===== src/rtl/answer_msg_seg7.sv =====
// Status-message driver for the passcode lock's seven-segment digits: latches an answer code,
// blinks its message BLINK_COUNT times, then holds it. Optional AUTO_CLEAR_EN blanks after HOLD_CLKS.
module answer_msg_seg7 #(
    parameter int NUM_DIGITS  = 2,
    parameter int BLINK_CLKS  = 6_250_000,
    parameter int BLINK_COUNT = 3,
    parameter int HOLD_CLKS   = 125_000_000
) (
    input  logic                    i_Clk,
    input  logic                    i_Rst,
    input  logic [2:0]              i_Answer,
    input  logic                    i_Load,
    output logic [7*NUM_DIGITS-1:0] o_Segments,
    output logic                    o_Busy
);

    localparam int PH_W = (BLINK_CLKS > 1) ? $clog2(BLINK_CLKS) : 1;
    localparam int PR_W = (BLINK_COUNT > 1) ? $clog2(BLINK_COUNT) : 1;
    localparam logic [PH_W-1:0] PH_LAST = PH_W'(BLINK_CLKS - 1);
    localparam logic [PR_W-1:0] PR_LAST = PR_W'(BLINK_COUNT - 1);

    localparam logic [6:0] G_Y = 7'h3B, G_E = 7'h4F, G_S = 7'h5B, G_N = 7'h15;
    localparam logic [6:0] G_O = 7'h1D, G_R = 7'h05, G_BIG_O = 7'h7E, G_P = 7'h67;
    localparam logic [6:0] G_BL = 7'h00;

    typedef enum logic [1:0] {IDLE, BLINK_ON, BLINK_OFF, SHOW} state_t;

    state_t                    state, state_nxt;
    logic [2:0]                code, code_nxt;
    logic [PH_W-1:0]           phase, phase_nxt;
    logic [PR_W-1:0]           pair, pair_nxt;
    logic [7*NUM_DIGITS-1:0]   seg_nxt;
    logic                      busy_nxt;
`ifdef AUTO_CLEAR_EN
    localparam int HD_W = (HOLD_CLKS > 1) ? $clog2(HOLD_CLKS) : 1;
    localparam logic [HD_W-1:0] HD_LAST = HD_W'(HOLD_CLKS - 1);
    logic [HD_W-1:0]           hold, hold_nxt;
`endif

    // Message is four characters wide; character i lands on digit i.
    function automatic logic [6:0] char_glyph(input logic [2:0] c, input int idx);
        logic [27:0] msg;
        case (c)
            3'd1:    msg = {G_Y, G_E, G_S, G_BL};
            3'd2:    msg = {G_N, G_O, G_BL, G_BL};
            3'd3:    msg = {G_E, G_R, G_R, G_BL};
            3'd4:    msg = {G_BIG_O, G_P, G_E, G_N};
            default: msg = '0;
        endcase
        return msg[27-7*idx -: 7];
    endfunction

    function automatic logic [7*NUM_DIGITS-1:0] msg_segs(input logic [2:0] c);
        logic [7*NUM_DIGITS-1:0] s;
        s = '0;
        for (int d = 0; d < NUM_DIGITS; d++) begin
            s[7*(NUM_DIGITS-1-d) +: 7] = char_glyph(c, d);
        end
        return s;
    endfunction

    always_comb begin
        state_nxt = state;
        code_nxt  = code;
        phase_nxt = phase;
        pair_nxt  = pair;
`ifdef AUTO_CLEAR_EN
        hold_nxt  = hold;
`endif
        if (i_Load) begin
            phase_nxt = '0;
            pair_nxt  = '0;
`ifdef AUTO_CLEAR_EN
            hold_nxt  = '0;
`endif
            if (i_Answer == 3'd0) begin
                state_nxt = IDLE;
                code_nxt  = 3'd0;
            end else begin
                code_nxt  = i_Answer;
                state_nxt = (BLINK_COUNT == 0) ? SHOW : BLINK_ON;
            end
        end else begin
            case (state)
                BLINK_ON: begin
                    if (phase == PH_LAST) begin
                        phase_nxt = '0;
                        state_nxt = BLINK_OFF;
                    end else begin
                        phase_nxt = phase + 1'b1;
                    end
                end
                BLINK_OFF: begin
                    if (phase == PH_LAST) begin
                        phase_nxt = '0;
                        if (pair == PR_LAST) begin
                            pair_nxt  = '0;
                            state_nxt = SHOW;
                        end else begin
                            pair_nxt  = pair + 1'b1;
                            state_nxt = BLINK_ON;
                        end
                    end else begin
                        phase_nxt = phase + 1'b1;
                    end
                end
`ifdef AUTO_CLEAR_EN
                SHOW: begin
                    if (hold == HD_LAST) begin
                        hold_nxt  = '0;
                        state_nxt = IDLE;
                        code_nxt  = 3'd0;
                    end else begin
                        hold_nxt  = hold + 1'b1;
                    end
                end
`endif
                default: ;
            endcase
        end

        // Outputs are decoded from the next state so they move on the same edge as the FSM.
        seg_nxt  = '0;
        busy_nxt = 1'b0;
        case (state_nxt)
            BLINK_ON:  begin seg_nxt = msg_segs(code_nxt); busy_nxt = 1'b1; end
            BLINK_OFF: busy_nxt = 1'b1;
            SHOW:      seg_nxt = msg_segs(code_nxt);
            default:   ;
        endcase
    end

    always_ff @(posedge i_Clk) begin
        if (i_Rst) begin
            state      <= IDLE;
            code       <= 3'd0;
            phase      <= '0;
            pair       <= '0;
            o_Segments <= '0;
            o_Busy     <= 1'b0;
`ifdef AUTO_CLEAR_EN
            hold       <= '0;
`endif
        end else begin
            state      <= state_nxt;
            code       <= code_nxt;
            phase      <= phase_nxt;
            pair       <= pair_nxt;
            o_Segments <= seg_nxt;
            o_Busy     <= busy_nxt;
`ifdef AUTO_CLEAR_EN
            hold       <= hold_nxt;
`endif
        end
    end

endmodule


===== config.mk =====
export PLATFORM = sky130hd
export DESIGN_NAME = answer_msg_seg7
export DESIGN_NICKNAME = d
export VERILOG_FILES = /design/src/rtl/answer_msg_seg7.sv
export SDC_FILE = /design/constraint.sdc
export NUM_CORES = 1
export LEC_CHECK = 0
export CORE_MARGIN = 2
export CORE_UTILIZATION = 49
export CTS_CLUSTER_DIAMETER = 60
export DETAILED_ROUTE_END_ITERATION = 16
export HOLD_SLACK_MARGIN = 0.15
export PLACE_DENSITY = 0.71
export SKIP_CTS_REPAIR_TIMING = 1
export SLEW_MARGIN = 20
export SYNTH_ARGS = -nofsm -noshare
export SYNTH_HDL_FRONTEND = slang
export SYNTH_SLANG_ARGS = --single-unit
export TNS_END_PERCENT = 10

===== constraint.sdc =====
create_clock -name i_Clk -period 6.89 [get_ports i_Clk]
set_clock_uncertainty 0.2 [all_clocks]
set_input_delay 1.7225 -clock i_Clk [delete_from_list [all_inputs] [get_ports i_Clk]]
set_output_delay 1.7225 -clock i_Clk [all_outputs]
set_load 0.01 [all_outputs]

==> results.py <==
metrics = {
    "placement": {
        "hpwl_um": 2240,
        "placed_cell_area_um2": 2010,
        "portBuffers": 20,
        "gp_congestion": 0.838,
        "pre_cts_ws_ns": 2.91,
        "dpl.cell_count": 252,
    },
    "hold_path": {
        "whs_endpoint": "phase[22]$_SDFFE_PP0N_",
        "min-delay-start": "phase[22]$_SDFFE_PP0N_",
        "min_delay_path_depth": 2,
        "hold_path_class": "register to register",
    },
    "worst_setup_path": {
        "arrival_ns": 3.64,
        "cp_max_fo": 10,
        "regToRegEndpoint": "phase[22]$_SDFFE_PP0N_",
        "crit_required_ns": 6.86,
        "worstRegToRegCells": 8,
        "reg2reg_from": "state[0]$_SDFF_PP0_",
        "start_kind": "input port",
        "end_kind": "register",
        "worstSetupPathType": "input port to register",
        "r2r_setup_slack_ns": 4.39,
    },
    "timing": {
        "worst_slack_ns": 3.22,
        "max_slew_margin": 0.491,
        "fmax_mhz": 273,
        "drv_slew": 0,
        "setup_viol": 0,
        "grt_setup_unrepaired": "false",
        "fin_crit_sh": 0.533,
        "hold_violations": 0,
        "worst_pin_slew_ns": 0.763,
        "timing.hold.ws_ns": 0.319,
        "fin_setup_tns_ns": 0,
        "finalCriticalPeriod_ns": 3.67,
    },
    "route": {
        "drt_iter0_markers": 63,
        "avgRoutedWirePerCell_um": 12.0,
        "via_per_inst": 4.97,
        "drc_errors": 0,
        "antenna_left": 0,
        "routed_wl_um": 3100,
        "vias": 1287,
        "dr.pass1.iters": 4,
    },
    "final_layout": {
        "design_area_um2": 2090,
        "regArea_um2": 821,
        "layout_commonest_cell": "dfxtp_1",
        "multiInputGateArea_um2": 906,
        "drive_gt1_frac": 0.0900,
        "final-instance-count-excl-fill": 259,
        "fillers": 326,
        "nets": 220,
        "final_util": 0.580,
        "layout_common_cells": "dfxtp_1 (41), nor2_1 (40), clkdlybuf4s50_1 (20)",
        "n_antenna_cell": 0,
        "syn_to_final_growth_pct": 15.2,
    },
    "cts": {
        "cts.sinks": 41,
        "cts_inserted_buffers": 5,
        "clock_latency_ns": 0.29,
        "clk_path_buf_depth": 2,
        "h-tree-depth": 2,
        "clk_pin_slew_worst_paths_ns": 0.07,
        "cts_tree": "done",
        "cts-root-buf": "clkbuf_8",
    },
    "logic_synthesis": {
        "ys_warn_count": 0,
        "synth_cell_types": 36,
        "netlist_instances": 196,
        "netlist_area_um2": 1820,
        "synthArstFlopShare": 0,
        "ys.flop_type": "dfxtp_1",
        "synth_area_per_cell_um2": 9.26,
        "synth_edf_count": 0,
        "synth_nets": 205,
        "ys_seq_area_frac": 0.452,
        "ys_ff_latch": 41,
    },
    "floorplan": {
        "dieArea_um2": 4210,
        "initial_core_util": 0.503,
        "die_w_um": 64.9,
        "core_um2": 3610,
        "io-pin-count": 21,
        "die_h_um": 64.9,
        "rows": 22,
    },
    "power_and_ir_drop": {
        "internal_power_mw": 0.343,
        "powerDensity_nw_per_um2": 212,
        "power_frac_comb": 0.094,
        "p_leak_nw": 0.795,
        "power_frac_clock": 0.354,
        "power_mw": 0.443,
        "peakVddDrop_v": 0.000167,
        "switching_share": 0.226,
        "p_seq_frac": 0.553,
        "switchingPower_mw": 0.100,
    },
    "global_route": {
        "track_usage": 0.171,
        "grt_pass1_vias": 1254,
        "grt_overflow": 0,
        "antenna_found_initial": 0,
        "grt_pass1_wl_um": 5620,
        "grt_start_max_net_pins": 24,
    },
    "job": {
        "cap_violations": 0,
    },
    "status": {
        "status": "finished clean",
    },
}
-- cell type report --
type                    instances  share of cell area
clock buffers                   7              0.0413
well taps                      48              0.0287
multi-input cells             138               0.433
flip-flops and latches         41               0.392
repair buffers                 20              0.0957
inverters                       5             0.00897
-- cell families (layout without fill, tap and decap cells) --
| family | after synthesis | count (layout) | share of synthesized area |
|---|---|---|---|
| simple gates | 95 | 95 | 0.282 |
| xor+xnor | 25 | 25 | 0.121 |
| compound gates | 9 | 9 | 0.0420 |
| buf+inv | 17 | 32 | 0.0489 |
| mux | 6 | 6 | 0.0338 |
| fa+ha+maj | 3 | 3 | 0.0207 |
| flops | 41 | 41 | 0.452 |
-- cell usage after synthesis, types with 2 or more instances --
cell type / instances / area [um2]
and3_1: 3 / 18.8
nand3_1: 5 / 25.0
ha_1: 3 / 37.5
nand2b_1: 4 / 25.0
nand2_1: 12 / 45.0
nor2_1: 40 / 150
nand4_1: 3 / 18.8
nand4_2: 3 / 37.5
and4_1: 2 / 17.5
clkbuf_1: 2 / 7.51
inv_1: 4 / 15.0
nor3_1: 5 / 25.0
buf_4: 5 / 37.5
a21oi_1: 5 / 25.0
xnor2_1: 10 / 87.6
xor2_1: 15 / 131
and4bb_2: 2 / 25.0
nor2b_1: 6 / 37.5
buf_2: 5 / 25.0
dfxtp_1: 41 / 821
mux2i_1: 5 / 50.1
or2_1: 2 / 12.5
-- per-layer routing --
| metal | wire length (um) | track usage | up-vias |
|---|---|---|---|
| met5 | 0 | 0 | - |
| met4 | 52 | 0.0718 | 0 |
| met3 | 117 | 0.0486 | 7 |
| met2 | 1420 | 0.271 | 20 |
| met1 | 1510 | 0.218 | 588 |
| li1 | - | - | 672 |
-- worst max path at each step --
| stage | start | cells after the start | slack [ns] | endpoint |
|---|---|---|---|---|
| final | i_Load | 5 | 3.22 | o_Segments[5]$_SDFF_PP0_ |
| after global routing | i_Load | 5 | 3.08 | o_Segments[9]$_SDFF_PP0_ |
| after CTS | i_Load | 5 | 3.20 | o_Segments[5]$_SDFF_PP0_ |
| after detailed placement | i_Load | 5 | 2.91 | o_Segments[5]$_SDFF_PP0_ |
| after global placement | i_Load | 5 | 2.97 | o_Segments[12]$_SDFF_PP0_ |
| after floorplan | i_Load | 6 | 3.61 | o_Segments[5]$_SDFF_PP0_ |
-- flip-flops by register name, indices dropped and copies added (netlist names) --
| register | cells |
|---|---|
| pair | 2 |
| o_Busy | 1 |
| state | 2 |
| code | 3 |
| o_Segments | 10 |
| phase | 23 |
-- power by group through the flow --
stage,clock network (mW),registers [mW],logic (mW)
2_1_floorplan,0,0.252,0.0254
3_3_place_gp,0,0.250,0.0407
4_1_cts,0.160,0.245,0.0418
6_report,0.157,0.245,0.0415
5_1_grt,0.172,0.246,0.0456
3_5_place_dp,0,0.251,0.0416
-- critical path, stage by stage --
cell	delay (ns)
clkdlybuf4s50_1	0.75
or4b_2	0.67
o311ai_4	0.10
or2_1	0.31
nor2_1	0.09
Power figures use the tool's default switching activity.
